==> config.mk <==
export PLATFORM = sky130hd
export DESIGN_NAME = vfo_divider
export DESIGN_NICKNAME = d
export VERILOG_FILES = /design/src/rtl/vfo_divider.sv
export SDC_FILE = /design/constraint.sdc
export NUM_CORES = 1
export LEC_CHECK = 0
export BUFFER_PORTS_ARGS = -buffer_cell sky130_fd_sc_hd__buf_4
export CORE_UTILIZATION = 40
export CTS_CLUSTER_SIZE = 40
export DETAILED_ROUTE_END_ITERATION = 16
export HOLD_SLACK_MARGIN = 0.03
export SETUP_SLACK_MARGIN = 0.02
export SYNTH_ARGS = -nofsm -noshare
export SYNTH_HDL_FRONTEND = slang
export SYNTH_SLANG_ARGS = --single-unit
==> constraint.sdc <==
create_clock -name ClockIn -period 2.2 [get_ports ClockIn]
set_input_delay 0.33 -clock ClockIn [delete_from_list [all_inputs] [get_ports ClockIn]]
set_output_delay 0.33 -clock ClockIn [all_outputs]
set_load 0.01 [all_outputs]
==> src/rtl/vfo_divider.sv <==
// Digitally controlled oscillator: PLLClock half-period is DivValue ClockIn cycles, nudged by AdjustFreq.
// Optional lock detector built only when VFO_LOCK_DETECT_EN is defined; otherwise Locked is tied low.
`timescale 1ns/1ps
module vfo_divider #(
  parameter int DIV_WIDTH  = 5,
  parameter int DIV_INIT   = 16,
  parameter int DIV_MIN    = 2,
  parameter int DIV_MAX    = 31,
  parameter int LOCK_COUNT = 4
) (
  input  logic                 ClockIn,
  input  logic                 Reset,
  input  logic [1:0]           AdjustFreq,
  output logic                 PLLClock,
  output logic [DIV_WIDTH-1:0] DivValue,
  output logic                 Saturated,
  output logic                 Locked
);

  localparam logic [DIV_WIDTH-1:0] DIV_ONE  = {{(DIV_WIDTH-1){1'b0}}, 1'b1};
  localparam logic [DIV_WIDTH-1:0] DIV_ZERO = '0;
  localparam logic [DIV_WIDTH-1:0] INIT_V   = DIV_INIT[DIV_WIDTH-1:0];
  localparam logic [DIV_WIDTH-1:0] MIN_V    = DIV_MIN[DIV_WIDTH-1:0];
  localparam logic [DIV_WIDTH-1:0] MAX_V    = DIV_MAX[DIV_WIDTH-1:0];

  logic [DIV_WIDTH-1:0] halfCnt;
  logic [DIV_WIDTH-1:0] divNext;
  logic                 halfEnd;
  logic                 riseToggle;
  logic                 speedUp;
  logic                 slowDown;

  assign speedUp    = (AdjustFreq == 2'b11);
  assign slowDown   = (AdjustFreq == 2'b00);
  assign halfEnd    = (halfCnt == DivValue - DIV_ONE);
  // AdjustFreq only matters on the edge where PLLClock is about to go high.
  assign riseToggle = halfEnd && !PLLClock;
  assign Saturated  = (DivValue == MIN_V) || (DivValue == MAX_V);

  always_comb begin
    divNext = DivValue;
    if (riseToggle) begin
      if (speedUp && (DivValue > MIN_V)) begin
        divNext = DivValue - DIV_ONE;
      end else if (slowDown && (DivValue < MAX_V)) begin
        divNext = DivValue + DIV_ONE;
      end
    end
  end

  // The divisor update lands together with the counter clear, so the new
  // half-period (the high phase) already runs on the updated value.
  always_ff @(posedge ClockIn or negedge Reset) begin
    if (!Reset) begin
      halfCnt  <= DIV_ZERO;
      PLLClock <= 1'b0;
      DivValue <= INIT_V;
    end else begin
      if (halfEnd) begin
        halfCnt  <= DIV_ZERO;
        PLLClock <= ~PLLClock;
      end else begin
        halfCnt <= halfCnt + DIV_ONE;
      end
      DivValue <= divNext;
    end
  end

`ifdef VFO_LOCK_DETECT_EN
  typedef enum logic {ACQUIRE = 1'b0, LOCKED = 1'b1} lockState_t;

  localparam logic [3:0] LOCK_V = LOCK_COUNT[3:0];

  lockState_t lockState;
  logic [3:0] lockCnt;
  logic       steady;

  assign steady = (AdjustFreq == 2'b01);

  // Code 10 counts as "no change" for the divisor but neither advances nor
  // clears the acquisition run.
  always_ff @(posedge ClockIn or negedge Reset) begin
    if (!Reset) begin
      lockState <= ACQUIRE;
      lockCnt   <= 4'd0;
      Locked    <= 1'b0;
    end else if (riseToggle) begin
      case (lockState)
        ACQUIRE: begin
          if (speedUp || slowDown) begin
            lockCnt <= 4'd0;
          end else if (steady) begin
            if (lockCnt + 4'd1 == LOCK_V) begin
              lockState <= LOCKED;
              lockCnt   <= 4'd0;
              Locked    <= 1'b1;
            end else begin
              lockCnt <= lockCnt + 4'd1;
            end
          end
        end
        LOCKED: begin
          if (speedUp || slowDown) begin
            lockState <= ACQUIRE;
            lockCnt   <= 4'd0;
            Locked    <= 1'b0;
          end
        end
        default: begin
          lockState <= ACQUIRE;
          lockCnt   <= 4'd0;
          Locked    <= 1'b0;
        end
      endcase
    end
  end
`else
  assign Locked = 1'b0;
`endif

endmodule

==> summary.txt, run 1 <==
Syn_nets -> 82
# H-tree levels -> 1
Clk_lat worst skew -> 0.26 ns
# diodes -> 0
Vias in the first global route -> 492
CTS tree -> done
Pwr dens -> 1460 nW/um2
DRC errors left -> 0
Final worst slack -> 0.186 ns
Initial drt markers -> 8
DR pass1 iterations -> 4
Worst hold-check path type -> in2async
Synth area leader -> dfrtp_1
Unrepaired setup endpoints after global routing -> no
Layout filler cell count -> 175
CTS Sinks -> 11
CP Class -> reg2reg
Synth Area per Inst -> 10.5 um2
Worst-path clk slew -> 0.07 ns
FMAX -> 0.497 GHz
Final Util -> 50.6%
Hold Slack -> 0.438 ns
FF/Latch Area -> 277 um2
Initial core utilization -> 44.0%
Number of register bits inferred by synthesis -> 11
Netlist cell types -> 30
Total power -> 1.31 mW
Routed vias -> 562
Post-synth EDFFs -> 0
Warnings from Yosys -> 0
Count leader, synth -> dfrtp_1
Status -> finished, final reports clean
Die span in y -> 46.1 um
WL final -> 1390 um
Top post-synthesis cells by count -> dfrtp_1 (10), xnor2_1 (9), xor2_1 (6)
Mapped cell area -> 777 um2
RePlAce Congestion -> 0.845
GR Overflow Total -> 0
HPWL after detailed placement -> 1050 um
Worst IR Drop VDD -> 0.771 mV
R2R cell count -> 5
Async set-reset flop share out of synthesis -> 100%
Die ar. -> 2120 um2
Worst-path fanout max -> 12
Largest net degree at the start of global routing -> 13
DR vias/cell -> 5.06
Gr usage total -> 16.4%
Top FF cell, synth -> dfrtp_1
# setup viols final -> 0
Final non-filler cell area -> 892 um2
Post_cts resized -> 0
Crit path DAT -> 2.15 ns
Top post-synthesis cells by area -> dfrtp_1 (32%), xnor2_1 (10%), xor2_1 (6.8%), ha_1 (6.4%), dfstp_2 (3.4%)
Measured slew at the worst slew-check pin -> 0.680 ns
Root Buffer Master -> clkbuf_4
Final #Nets -> 95
Max Slew Vio Count -> 0
Worst Clk Skew -> 0.00477 ns
Cell Rows -> 15
Lkg Pwr -> 0.389 nW
First-pass GRT wire length -> 2370 um
Placed Area -> 856 um2
CP Data Required Time -> 2.34 ns
Post-Syn Instances -> 74
Placed insts -> 106
CP endpoint kind -> register
Area of the multi-input gates -> 450 um2
Setup TNS Final -> 0 ns
Post-route insts no fill -> 111
Sequential area share after synthesis -> 35.6%
Antenna violations before repair -> 0
Slew headroom -> 54.3%
Die Wd -> 46.1 um
Core area -> 1760 um2
Num CTS Buffers -> 3
I/O Pins -> 12
CP Launch Type -> register
Worst slack, placed -> 0.201 ns
Final period demand of the worst path -> 2.01 ns
Port buffer count -> 10
Post-synth top area share -> 32.2%
Antenna-violating nets left -> 0
Final Cycle Share -> 91.5%
Share of cells above drive strength 1 -> 25.6%
Area grow syn2layout -> 14.8%
Wire per inst -> 12.5 um
Clock buffer depth -> 2
Final Hold Viols -> 0
Number of max-cap violations -> 0
-- worst paths after layout --
path / start / endpoint / slack (ns)
min in group ClockIn: halfCnt[0] / halfCnt[0] / 0.51
max in group asynchronous: Reset / DivValue[4] / 1.54
min: Reset / DivValue[2] / 0.44
max reg2reg: DivValue[2] / DivValue[2] / 0.19
min reg2reg: halfCnt[0] / halfCnt[0] / 0.51
max: DivValue[2] / DivValue[2] / 0.19
-- logic make-up (layout without fill, tap and decap cells) --
kind of cell / after synthesis / count (layout) / share of synthesized area [%]
AOI/OAI and AO/OA: 5 / 5 / 4.51
xor gates and xnor gates: 16 / 16 / 19.8
adders and majority gates: 4 / 4 / 6.44
buffers and inverters: 7 / 19 / 6.44
DFF: 11 / 11 / 35.6
muxes: 2 / 2 / 2.74
other: 1 / 1 / 0.483
and+or+nand+nor: 28 / 28 / 24.0
-- power by group --
| part | total [mW] | switching, mW | internal (mW) |
|---|---|---|---|
| combinational | 0.762 | 0.367 | 0.395 |
| clock | 0.133 | 0.0634 | 0.0701 |
| sequential | 0.410 | 0.117 | 0.294 |
-- state kept, by name, indices dropped and copies added, names as in the netlist --
| name | count |
|---|---|
| DivValue | 5 |
| PLLClock | 1 |
| halfCnt | 5 |
-- worst max-delay path, cell delays in order (launching register included) --
cell	delay, ns
dfrtp_1	0.53
xnor3_1	0.43
nand3_1	0.15
nor3_4	0.42
nand4b_1	0.19
xnor2_1	0.16
-- metal layers --
layer	track usage, %	share of wire (%)	vias up
met5	0	0	-
met4	5.29	0.87	0
met3	5.88	4.9	2
met2	23.1	46	14
met1	23.3	48	267
li1	-	-	279
-- final cells by class --
cell class / instances / share of cell area (%)
timing repair buffer: 13 / 11.2
sequential: 11 / 31.0
multi-input combinational: 56 / 50.5
inverter: 2 / 0.842
clock buffer: 4 / 2.95
tap: 25 / 3.51
-- layout by cell type (no fill, tap or decap), drive strengths merged, types with 2 or more instances in the layout --
cell type   n
nor3        3
nand4b      3
o31ai       2
nand2       4
xor2        6
buf        12
inv         2
nor2        5
dfrtp      10
clkbuf      4
nand4       3
nand3       4
ha          4
xnor2       9
-- timing repair --
action	4_1_cts	5_1_grt
setup endpoints to repair	0	0
buffers inserted	0	0
hold endpoints to repair	10	0
hold buffers	1	0
(Power assumes the default switching activity.)
==> run 2, diff against run 1 <==
Settings changed: CORE_UTILIZATION 40 to 30.
==> summary.txt, run 2 (synthesized netlist as in run 1, its figures left out) <==
Port buffer count -> 10
CP endpoint kind -> register
Placed insts -> 113
Post_cts resized -> 0
Vias in the first global route -> 543
Final Cycle Share -> 87.5%
CP Data Required Time -> 2.34 ns
Worst hold-check path type -> in2async
Gr busiest metal -> met2
Lkg Pwr -> 0.400 nW
Pwr dens -> 1450 nW/um2
RePlAce Congestion -> 0.814
CTS tree -> done
Met2 usage -> 19.0%
Final #Nets -> 97
Die Wd -> 52.9 um
Core area -> 2450 um2
Psw -> 0.548 mW
Antenna violations before repair -> 0
CTS Sinks -> 11
Crit path DAT -> 2.06 ns
DR vias/cell -> 4.69
Clock group share of total power -> 10.3%
Postcts setup bufs -> 0
Area grow syn2layout -> 17.6%
Setup TNS Final -> 0 ns
Root Buffer Master -> clkbuf_4
Worst slack, placed -> 0.274 ns
Max Slew Vio Count -> 0
Post-CTS Hold Buffers -> 1
Worst-path fanout max -> 8
Routed vias -> 554
Post-route insts no fill -> 118
Wire per inst -> 12.0 um
Worst-path clk slew -> 0.07 ns
Num CTS Buffers -> 3
Status -> finished, final reports clean
DRC errors left -> 0
GR Overflow Total -> 0
Met3 Use GR -> 2.87%
Clock buffer depth -> 2
Largest net degree at the start of global routing -> 12
Final Hold Viols -> 0
Gr usage total -> 12.6%
R2R cell count -> 7
I/O Pins -> 12
CP Launch Type -> register
# setup viols final -> 0
WL final -> 1420 um
Unrepaired setup endpoints after global routing -> no
Measured slew at the worst slew-check pin -> 0.597 ns
Worst Clk Skew -> 0.00463 ns
Worst IR Drop VDD -> 0.779 mV
Initial drt markers -> 2
Die span in y -> 52.9 um
Final period demand of the worst path -> 1.93 ns
Final worst slack -> 0.275 ns
Most frequent cells in the layout -> buf_4 (14), dfrtp_1 (10), xnor2_1 (9), xor2_1 (6), nor2_1 (5)
Internal -> 0.779 mW
# diodes -> 0
GR Util met1 -> 16.0%
DR pass1 iterations -> 2
Clk_lat worst skew -> 0.27 ns
Final Util -> 37.2%
Commonest non-fill, non-tap cell in the layout -> buf_4
HPWL after detailed placement -> 1090 um
Die ar. -> 2800 um2
Sequential power share -> 30.8%
CP Class -> reg2reg
FMAX -> 0.519 GHz
Share of cells above drive strength 1 -> 27.3%
Antenna-violating nets left -> 0
Initial core utilization -> 31.7%
Number of max-cap violations -> 0
Gate power share -> 58.9%
Cell Rows -> 18
Biggest regs -> DivValue: 5 flops, halfCnt: 5 flops, PLLClock: 1 flops
First-pass GRT wire length -> 2470 um
# H-tree levels -> 1
Slew headroom -> 59.9%
Sw Ratio -> 41.3%
## run 2: cell count changes in the layout (fill, tap and decap cells not counted), sizes merged
cell	change
buf	+2
## run 2: worst max-delay path: stages (launching register included)
cell	delay, ns
dfrtp_1	0.38
inv_1	0.10
ha_1	0.23
nor3b_4	0.22
xnor2_1	0.13
nor3_4	0.36
nand4b_1	0.20
xnor2_1	0.17
## run 2: final cells by class
cell class              instances  area, um2
inverters                       2       7.51
repair buffers                 15        115
clock buffers                   4       26.3
flip-flops and latches         11        277
fillers                       253       1540
well taps                      30       37.5
multi-input cells              56        450
## run 2: layer usage
layer  part of all wire (%)  up-vias
met3                    3.5        5
met4                    3.0        0
li1                       -      283
met1                     48      258
met5                      0        -
met2                     46        8
## run 2: through the flow
step                instance area [um2]  total power, mW  hold slack, ns
floorplan                           777            0.985          0.0344
global placement                    877             1.19           0.170
detailed placement                  877             1.20           0.171
CTS                                 913             1.35           0.423
global route                        913             1.44           0.439
finish                              913             1.33           0.425
## run 2: path summary, 6_finish.rpt
check / slack, ns / to / start
setup reg to reg: 0.27 / DivValue[3] / DivValue[0]
min in group ClockIn: 0.49 / DivValue[4] / AdjustFreq[0]
setup / recovery: 0.27 / DivValue[3] / DivValue[0]
hold / removal: 0.42 / PLLClock / Reset
hold reg to reg: 0.51 / halfCnt[0] / halfCnt[0]
max in group asynchronous: 1.55 / DivValue[4] / Reset
## run 2: power by group through the flow
stage	Sequential [mW]	Combinational [mW]	Clock (mW)
floorplan	0.398	0.588	0
global placement	0.409	0.781	0
detailed placement	0.413	0.786	0
CTS	0.410	0.795	0.142
global route	0.428	0.869	0.147
finish	0.408	0.782	0.137
